===== config.mk =====
export PLATFORM = sky130hd
export DESIGN_NAME = line_clear_engine
export DESIGN_NICKNAME = d
export VERILOG_FILES = /design/src/rtl/tetris_pkg.sv /design/src/rtl/lce_hole_lfsr.sv /design/src/rtl/line_clear_engine.sv
export SDC_FILE = /design/constraint.sdc
export NUM_CORES = 1
export LEC_CHECK = 0
export BUFFER_PORTS_ARGS = -buffer_cell sky130_fd_sc_hd__buf_2
export CAP_MARGIN = 5
export CELL_PAD_IN_SITES_DETAIL_PLACEMENT = 1
export CELL_PAD_IN_SITES_GLOBAL_PLACEMENT = 1
export CORE_MARGIN = 2
export CORE_UTILIZATION = 41
export DETAILED_ROUTE_END_ITERATION = 10
export PLACE_DENSITY = 0.85
export SYNTH_ARGS = -nofsm -noshare
export SYNTH_HDL_FRONTEND = slang
export SYNTH_SLANG_ARGS = --single-unit

===== constraint.sdc =====
create_clock -name clk_40M -period 8.25 [get_ports clk_40M]
set_clock_uncertainty 0.1 [all_clocks]
set_input_delay 0.4125 -clock clk_40M [delete_from_list [all_inputs] [get_ports clk_40M]]
set_output_delay 0.4125 -clock clk_40M [all_outputs]
set_load 0.05 [all_outputs]

===== src/rtl/tetris_pkg.sv =====
// Shared constants, FSM state encoding and the row-drop helper for line_clear_engine.
package tetris_pkg;

  localparam int ROWS  = 10;
  localparam int COLS  = 10;
  localparam int CELLS = ROWS * COLS;

  localparam logic [3:0] LFSR_SEED = 4'b1001;

  typedef enum logic [2:0] {
    IDLE    = 3'd0,
    LOAD    = 3'd1,
    SCAN    = 3'd2,
    SHIFT   = 3'd3,
    GARBAGE = 3'd4,
    DONE    = 3'd5
  } state_e;

  // Rows 1..ptr take the contents of the row above them; row 0 (top) is emptied.
  function automatic logic [CELLS-1:0] clear_row(input logic [CELLS-1:0] grid,
                                                 input logic [3:0]       ptr);
    logic [CELLS-1:0] res;
    res = grid;
    for (int r = 1; r < ROWS; r++) begin
      if (r <= int'(ptr)) res[r*COLS +: COLS] = grid[(r-1)*COLS +: COLS];
    end
    res[COLS-1:0] = '0;
    return res;
  endfunction

endpackage


===== src/rtl/lce_hole_lfsr.sv =====
// Free-running 4-bit LFSR (x^4+x^3+1) giving the garbage-row hole column, 0..9.
// Only built when LINE_CLEAR_GARBAGE_EN is defined.
`ifdef LINE_CLEAR_GARBAGE_EN
module lce_hole_lfsr
  import tetris_pkg::*;
(
  input  logic       clk_40M,
  input  logic       rst,
  output logic [3:0] hole
);

  logic [3:0] lfsr_q;
  logic [3:0] lfsr_d;

  assign lfsr_d = {lfsr_q[2:0], lfsr_q[3] ^ lfsr_q[2]};

  always_ff @(posedge clk_40M or posedge rst) begin
    if (rst) lfsr_q <= LFSR_SEED;
    else     lfsr_q <= lfsr_d;
  end

  // The LFSR never reaches 0 and tops out at 15, so a single subtract folds it into 0..9.
  assign hole = (lfsr_q >= 4'd10) ? lfsr_q - 4'd10 : lfsr_q;

endmodule
`endif


===== src/rtl/line_clear_engine.sv =====
// Tetris line-clear engine: scans a 10x10 grid bottom-up, drops cleared rows, then
// optionally pushes opponent garbage rows (LINE_CLEAR_GARBAGE_EN).
module line_clear_engine
  import tetris_pkg::*;
(
  input  logic             clk_40M,
  input  logic             rst,
  input  logic             start,
  input  logic [CELLS-1:0] table_in,
  input  logic             add_line,
  output logic [CELLS-1:0] table_out,
  output logic             busy,
  output logic             done,
  output logic [2:0]       lines_cleared,
  output logic             send_line,
  output logic             overflow
);

  state_e           state_q;
  logic [CELLS-1:0] grid_q;
  logic [CELLS-1:0] table_out_q;
  logic [3:0]       ptr_q;
  logic [2:0]       clr_q;
  logic [2:0]       lines_q;
  logic             busy_q;
  logic             done_q;
  logic             send_q;

  logic [COLS-1:0]  scan_row;
  logic             row_full;
  logic             garbage_go;

  assign scan_row = grid_q[int'(ptr_q)*COLS +: COLS];
  assign row_full = &scan_row;

`ifdef LINE_CLEAR_GARBAGE_EN
  logic [1:0]       pending_q;
  logic [1:0]       pending_d;
  logic             overflow_q;
  logic [3:0]       hole;
  logic             garb_step;
  logic [COLS-1:0]  garb_row;
  logic [CELLS-1:0] garb_grid;

  lce_hole_lfsr u_hole (
    .clk_40M (clk_40M),
    .rst     (rst),
    .hole    (hole)
  );

  assign garb_step  = (state_q == GARBAGE);
  assign garbage_go = (pending_q != 2'd0);
  assign garb_row   = ~({{(COLS-1){1'b0}}, 1'b1} << hole);
  assign garb_grid  = {garb_row, grid_q[CELLS-1:COLS]};

  // NOTE: pending_d gets its default before any branch so no latch is inferred.
  always_comb begin
    pending_d = pending_q;
    if (add_line && !garb_step) begin
      if (pending_q != 2'd3) pending_d = pending_q + 2'd1;
    end else if (garb_step && !add_line) begin
      pending_d = pending_q - 2'd1;
    end
  end

  always_ff @(posedge clk_40M or posedge rst) begin
    if (rst) begin
      pending_q  <= 2'd0;
      overflow_q <= 1'b0;
    end else begin
      pending_q <= pending_d;
      if (garb_step && (grid_q[COLS-1:0] != '0)) overflow_q <= 1'b1;
    end
  end

  assign overflow = overflow_q;
`else
  logic add_line_unused;

  assign add_line_unused = add_line;
  assign garbage_go      = 1'b0;
  assign overflow        = 1'b0;
`endif

  // NOTE: all state here uses non-blocking assignments so every register samples pre-edge values.
  always_ff @(posedge clk_40M or posedge rst) begin
    if (rst) begin
      state_q     <= IDLE;
      grid_q      <= '0;
      table_out_q <= '0;
      ptr_q       <= '0;
      clr_q       <= '0;
      lines_q     <= '0;
      busy_q      <= 1'b0;
      done_q      <= 1'b0;
      send_q      <= 1'b0;
    end else begin
      done_q <= 1'b0;
      send_q <= 1'b0;
      case (state_q)
        IDLE: begin
          if (start) begin
            busy_q  <= 1'b1;
            state_q <= LOAD;
          end
        end
        LOAD: begin
          grid_q  <= table_in;
          ptr_q   <= 4'(ROWS - 1);
          clr_q   <= '0;
          state_q <= SCAN;
        end
        SCAN: begin
          if (row_full)            state_q <= SHIFT;
          else if (ptr_q != 4'd0)  ptr_q   <= ptr_q - 4'd1;
          else                     state_q <= garbage_go ? GARBAGE : DONE;
        end
        // The pointer stays put so the row that just dropped into place is rescanned.
        SHIFT: begin
          grid_q <= clear_row(grid_q, ptr_q);
          if (clr_q != 3'd4) clr_q <= clr_q + 3'd1;
          state_q <= SCAN;
        end
`ifdef LINE_CLEAR_GARBAGE_EN
        GARBAGE: begin
          grid_q <= garb_grid;
          if (pending_d == 2'd0) state_q <= DONE;
        end
`endif
        DONE: begin
          table_out_q <= grid_q;
          lines_q     <= clr_q;
          done_q      <= 1'b1;
          send_q      <= (clr_q >= 3'd2);
          busy_q      <= 1'b0;
          state_q     <= IDLE;
        end
        default: state_q <= IDLE;
      endcase
    end
  end

  assign table_out     = table_out_q;
  assign lines_cleared = lines_q;
  assign busy          = busy_q;
  assign done          = done_q;
  assign send_line     = send_q;

endmodule


==> impl_metrics.yaml, run 1 <==
status:
  outcome: "complete, no violations"
final_layout:
  fin_area_mm2: 0.01158
  fin_util_pct: 50.85
  drive_gt1_share_pct: 21.70
  fillerInstances: 2698
  fin_nets: 1321
  syn2layout_area_growth_pct: 21.37
global_routing:
  overflow: 0
  antenna_found_initial: 5
  track_usage_pct: 25.07
  grt_max_degree: 147
  grt_pass1_vias: 8584
  grt_pass1_wl_um: 47920
flow_run:
  cap_viol_max_count: 0
sta:
  holdWs_ns: 0.02776
  max_freq_mhz: 283.2
  tightest_slew_ns: 1.294
  period_share_pct: 42.80
  slew_headroom_pct: 13.39
  rsz0062_at_grt: "false"
  setup_violations: 0
  hold_viol: 0
  tns_ns: 0
  drv_slew: 0
  finalCriticalPeriod_ns: 3.531
die:
  design.die.area_mm2: 0.02451
  start_util_pct: 41.90
  ios: 211
  die_h_um: 156.6
  core.rowCount: 55
  coreArea_mm2: 0.02278
  die_w_um: 156.6
cts:
  clk_pin_slew_ns: 0.06
  hold_buffers: 0
  cts_sinks: 216
  insertion_delay_ns: 0.52
  cts_tree: "built"
  cts_made_buffers: 24
  cts_htree_levels: 1
  cts_root_buf: "clkbuf_16"
  cts_setup_buffers: 0
  cts.path.max_buffers: 3
  cts.repair.resized: 0
placed_design:
  place_area_mm2: 0.01080
  numPortBuffers: 208
  gp_congestion: 0.8264
  dp_hpwl_um: 20740
logic_synthesis:
  ys_types: 40
  yosys_most_used_dff: "dfrtp_1"
  ys_ff_latch: 216
  synthTopCellsByArea: "dfrtp_1 57%, nand2_1 14%, mux2i_1 8.8%"
  synth_area_per_cell_um2: 9.292
  synth_top_cell_area_share_pct: 56.64
  seq_area_frac_synth_pct: 56.64
  ys_warn_count: 0
  synth_edf_count: 0
  synth-async-reset-ratio_pct: 100.0
  syn_inst: 1027
  syn_nets: 1138
  netlist.top_cell.by_area: "dfrtp_1"
  synthesis.area_mm2: 0.009543
pwr:
  powerDensity_mw_per_mm2: 416.3
  ir_worst_vdd_uv: 224.5
  p_leak_nw: 6.405
  total_power_w: 0.004821
worst_hold_path:
  hold_path_class: "input pin to register"
detailed_routing:
  first_pass_iters: 5
  drtIter0Drc: 455
  vias_per_cell: 5.351
  drcViolationCount: 0
  vias: 8257
  postRouteAntennaNets: 0
  avgRoutedWirePerCell_um: 19.89
  routed_wl_um: 30700
setup_path:
  critPathKind: "register to register"
  cp_max_fo: 107
  critPathRequiredTime_ns: 8.54
  endpoint_kind: "register"
  worstPathArrival_ns: 3.82
  critPathLaunchType: "register"
==> worst max-delay path, cell delays in order, from the launching register on <==
cell and delay [ns]:
dfrtp_1 0.42, nand3b_1 0.11, buf_4 0.91, clkinv_2 0.98
buf_4 0.61, nand2_1 0.16, nand2_1 0.09
==> flip-flops by register name, summed over array words and instances (netlist names) <==
register	cells
grid_q	100
table_out	100
ptr_q	4
clr_q	3
lines_cleared	3
state_q	3
busy	1
done	1
send_line	1
==> layout make-up <==
type | count | area (um^2) | share of cell area, %
repair buffers | 219 | 1124 | 9.701
clock buffers | 35 | 703.2 | 6.071
multi-input cells | 741 | 3850 | 33.24
clock inverters | 7 | 60.06 | 0.5185
inverters | 8 | 38.79 | 0.3349
well taps | 313 | 391.6 | 3.381
diodes | 4 | 10.01 | 0.08642
flip-flops and latches | 216 | 5405 | 46.67
==> logic make-up (layout without fill, tap and decap cells) <==
logic type,Yosys count,after routing,synth area share [%]
flops,216,216,56.64
buf+inv,70,269,3.120
compound gates,142,142,8.168
simple gates,503,503,21.59
other cells,1,5,0.03930
fa+ha+maj,7,7,0.9178
mux,88,88,9.519
==> path summary, 6_finish.rpt <==
kind                       cells after the start  slack [ns]     startpoint            end
max reg2reg                                    6        4.72     state_q[2]  table_out[31]
max in group asynchronous                      3        6.42            rst  table_out[57]
max                                            6        4.72     state_q[2]  table_out[31]
min                                            3        0.03    table_in[4]      grid_q[4]
min in group asynchronous                      2        0.04            rst   table_out[0]
min reg2reg                                    2        0.37  table_out[91]  table_out[91]
==> cells in the mapped netlist, drive strengths merged (3+ instances only) <==
cell type  instances
o21ai             42
nand3              6
nor2              85
a21oi             82
nand4b             3
and3               4
nor2b              4
nand3b            11
nand4             16
ha                 7
dfrtp            216
buf               19
nand2            359
inv                8
clkbuf            43
mux2i             84
o22ai              9
o211ai             3
==> report_power, final <==
part | switching [W] | internal, W
logic | 0.00129 | 0.000562
clock network | 0.000431 | 0.000619
registers | 0.000465 | 0.00145
==> layer usage <==
layer | GRT usage [%] | up-vias | part of all wire, %
li1 | - | 3773 | -
met1 | 33.91 | 4155 | 43
met2 | 41.33 | 265 | 49
met3 | 4.154 | 62 | 5.7
met4 | 8.126 | 2 | 2.8
met5 | 0 | - | 0.023
==> cell usage in the layout (no fill, tap or decap), types with 7 or more instances in the layout <==
cell type	count
clkbuf_16	25
dfrtp_1	216
nand3b_1	11
clkinv_2	7
o21ai_0	41
ha_1	7
nand4_1	16
nand2_1	358
buf_4	11
o22ai_1	9
mux2i_1	84
nor2_1	85
buf_2	208
a21oi_1	80
==> per-stage QoR <==
| step | worst slack [ns] | std cells |
|---|---|---|
| 2_1_floorplan | 1.830 | 1027 |
| 3_3_place_gp | 4.794 | 1496 |
| 3_5_place_dp | 4.669 | 1496 |
| 4_1_cts | 4.607 | 1538 |
| 5_1_grt | 4.426 | 1542 |
| 6_report | 4.719 | 1543 |
Note: power is estimated with default switching activity, not from simulation.
==> inputs of run 2 (changes only) <==
clock period = 3.6 ns   (was 8.25 ns; I/O delays follow)
==> run 2 against run 1 <==
- clock power is 140% higher
- cell count is 7.1% higher
- critical path depth unchanged
- flip-flop and latch count unchanged
- combinational power increased by 140%
- power is 140% higher
- via count up 10%
- sequential share of layout area decreased by 4.3 points
- fmax increased by 18%
- routed wire length is 20% higher
- clock-buffer cell count decreased by 1
- critical path type unchanged
==> impl_metrics.yaml, run 2 (same netlist as run 1, synthesis figures left out) <==
detailed_routing:
  first_pass_iters: 4
  drcViolationCount: 0
  avgRoutedWirePerCell_um: 22.30
  drtIter0Drc: 589
  postRouteAntennaNets: 0
  vias: 9101
  routed_wl_um: 36860
  vias_per_cell: 5.506
pwr:
  clkPwrFrac_pct: 22.1
  combPwrFrac_pct: 39.0
  powerDensity_mw_per_mm2: 905.1
  p_sw_w: 0.005311
  swShare_pct: 46.04
  intPower_w: 0.006224
  pwr-share-seq_pct: 38.9
  ir_worst_vdd_uv: 597.3
  p_leak_nw: 6.885
cts:
  clk_pin_slew_ns: 0.06
  insertion_delay_ns: 0.54
  cts_setup_buffers: 0
  cts_made_buffers: 24
  cts_htree_levels: 1
  cts_root_buf: "clkbuf_16"
  cts.path.max_buffers: 3
  cts_sinks: 216
  cts_tree: "built"
placed_design:
  dpl.cell_count: 1505
  dpl_worst_slack_ns: 0.6813
  dp_hpwl_um: 21040
  gp_congestion: 0.8529
  numPortBuffers: 208
sta:
  timing.final.ws_setup_ns: 0.5997
  slew_headroom_pct: 16.14
  drv_slew: 0
  hold_viol: 0
  finalCriticalPeriod_ns: 3.000
  rsz0062_at_grt: "false"
  max_freq_mhz: 333.3
  setup_violations: 0
  tightest_slew_ns: 1.253
  period_share_pct: 83.34
  tns_ns: 0
global_routing:
  track_usage_pct: 30.11
  met2_usage_pct: 51.65
  grt_max_degree: 107
  gr-max-usage-layer: "met2"
  grt_pass1_vias: 9899
  antenna_found_initial: 4
  grtUsageMet1_pct: 37.28
  grt_pass1_wl_um: 56570
  overflow: 0
  met3_usage_pct: 4.819
final_layout:
  fin_nets: 1431
  syn2layout_area_growth_pct: 33.55
  layout_common_cells: "358 x nand2_1, 216 x dfrtp_1, 208 x buf_2"
  drive_gt1_share_pct: 20.58
  final_common_cell: "nand2_1"
  finalNonFillerCells: 1653
die:
  start_util_pct: 41.90
  die_w_um: 156.6
  ios: 211
  coreArea_mm2: 0.02278
  core.rowCount: 55
  design.die.area_mm2: 0.02451
  die_h_um: 156.6
setup_path:
  critPathRequiredTime_ns: 3.94
  cp_max_fo: 20
  worstPathArrival_ns: 3.34
  crit_path_start: "ptr_q[0]"
  critPathKind: "register to register"
  critPathLaunchType: "register"
  worstReg2RegStart: "ptr_q[0]"
  rrSetupSlack_ns: 0.60
  reg2reg_depth: 6
  endpoint_kind: "register"
  r2r-end: "grid_q[11]"
status:
  outcome: "complete, no violations"
flow_run:
  cap_viol_max_count: 0
worst_hold_path:
  hold_path_class: "input pin to async pin"
run 2: repair_timing:
item                                   4_1_cts  5_1_grt
hold buffers                               102        0
endpoints found under the hold margin      133        0
gates resized for setup                      0        0
run 2: layout make-up:
cell class / count / area, um^2
inverter: 8 / 35.03
clock buffer: 34 / 699.4
timing repair buffer: 329 / 2255
sequential: 216 / 5405
fill: 2598 / 10030
antenna: 4 / 10.01
clock inverter: 8 / 98.84
tap: 313 / 391.6
multi-input combinational: 741 / 3850
run 2: worst max-delay path by stage:
stage	endpoint	slack [ns]	cells past startpoint
2_1_floorplan	busy	0.51	1
3_3_place_gp	grid_q[15]	0.72	5
3_5_place_dp	grid_q[15]	0.68	5
4_1_cts	grid_q[15]	0.66	6
5_1_grt	grid_q[15]	0.31	6
6_report	grid_q[11]	0.60	6
run 2: per-stage QoR:
step	hold slack (ns)	power (W)	util (%)	cell area (um^2)
detailed placement	0.2733	0.008640	47.92	10920
global placement	0.2773	0.008432	47.92	10920
global route	0.3416	0.01210	55.95	12740
finish	0.2474	0.01154	55.95	12740
CTS	0.2738	0.01132	55.91	12730
floorplan	0.2252	0.007242	-	9547
run 2: metal layers:
layer | part of all wire, % | vias to the layer above | wire length (um)
li1 | - | 3992 | -
met5 | 0 | - | 0
met3 | 5.4 | 116 | 1989
met1 | 40 | 4617 | 14610
met4 | 4.6 | 0 | 1707
met2 | 50 | 376 | 18550
run 2: power by group through the flow:
stage	sequential (W)	combinational [W]	clock [W]
global placement	0.00439	0.00404	0
detailed placement	0.00443	0.00421	0
global route	0.00459	0.00484	0.00267
finish	0.00449	0.00450	0.00255
floorplan	0.00508	0.00216	0
CTS	0.00441	0.00436	0.00255
run 2: critical path: stages, from the launching register on:
cell     delay, ns
dfrtp_1       0.78
inv_1         0.31
ha_1          0.32
nor3b_1       0.16
nor2_1        0.94
nor2_1        0.11
a21oi_1       0.18
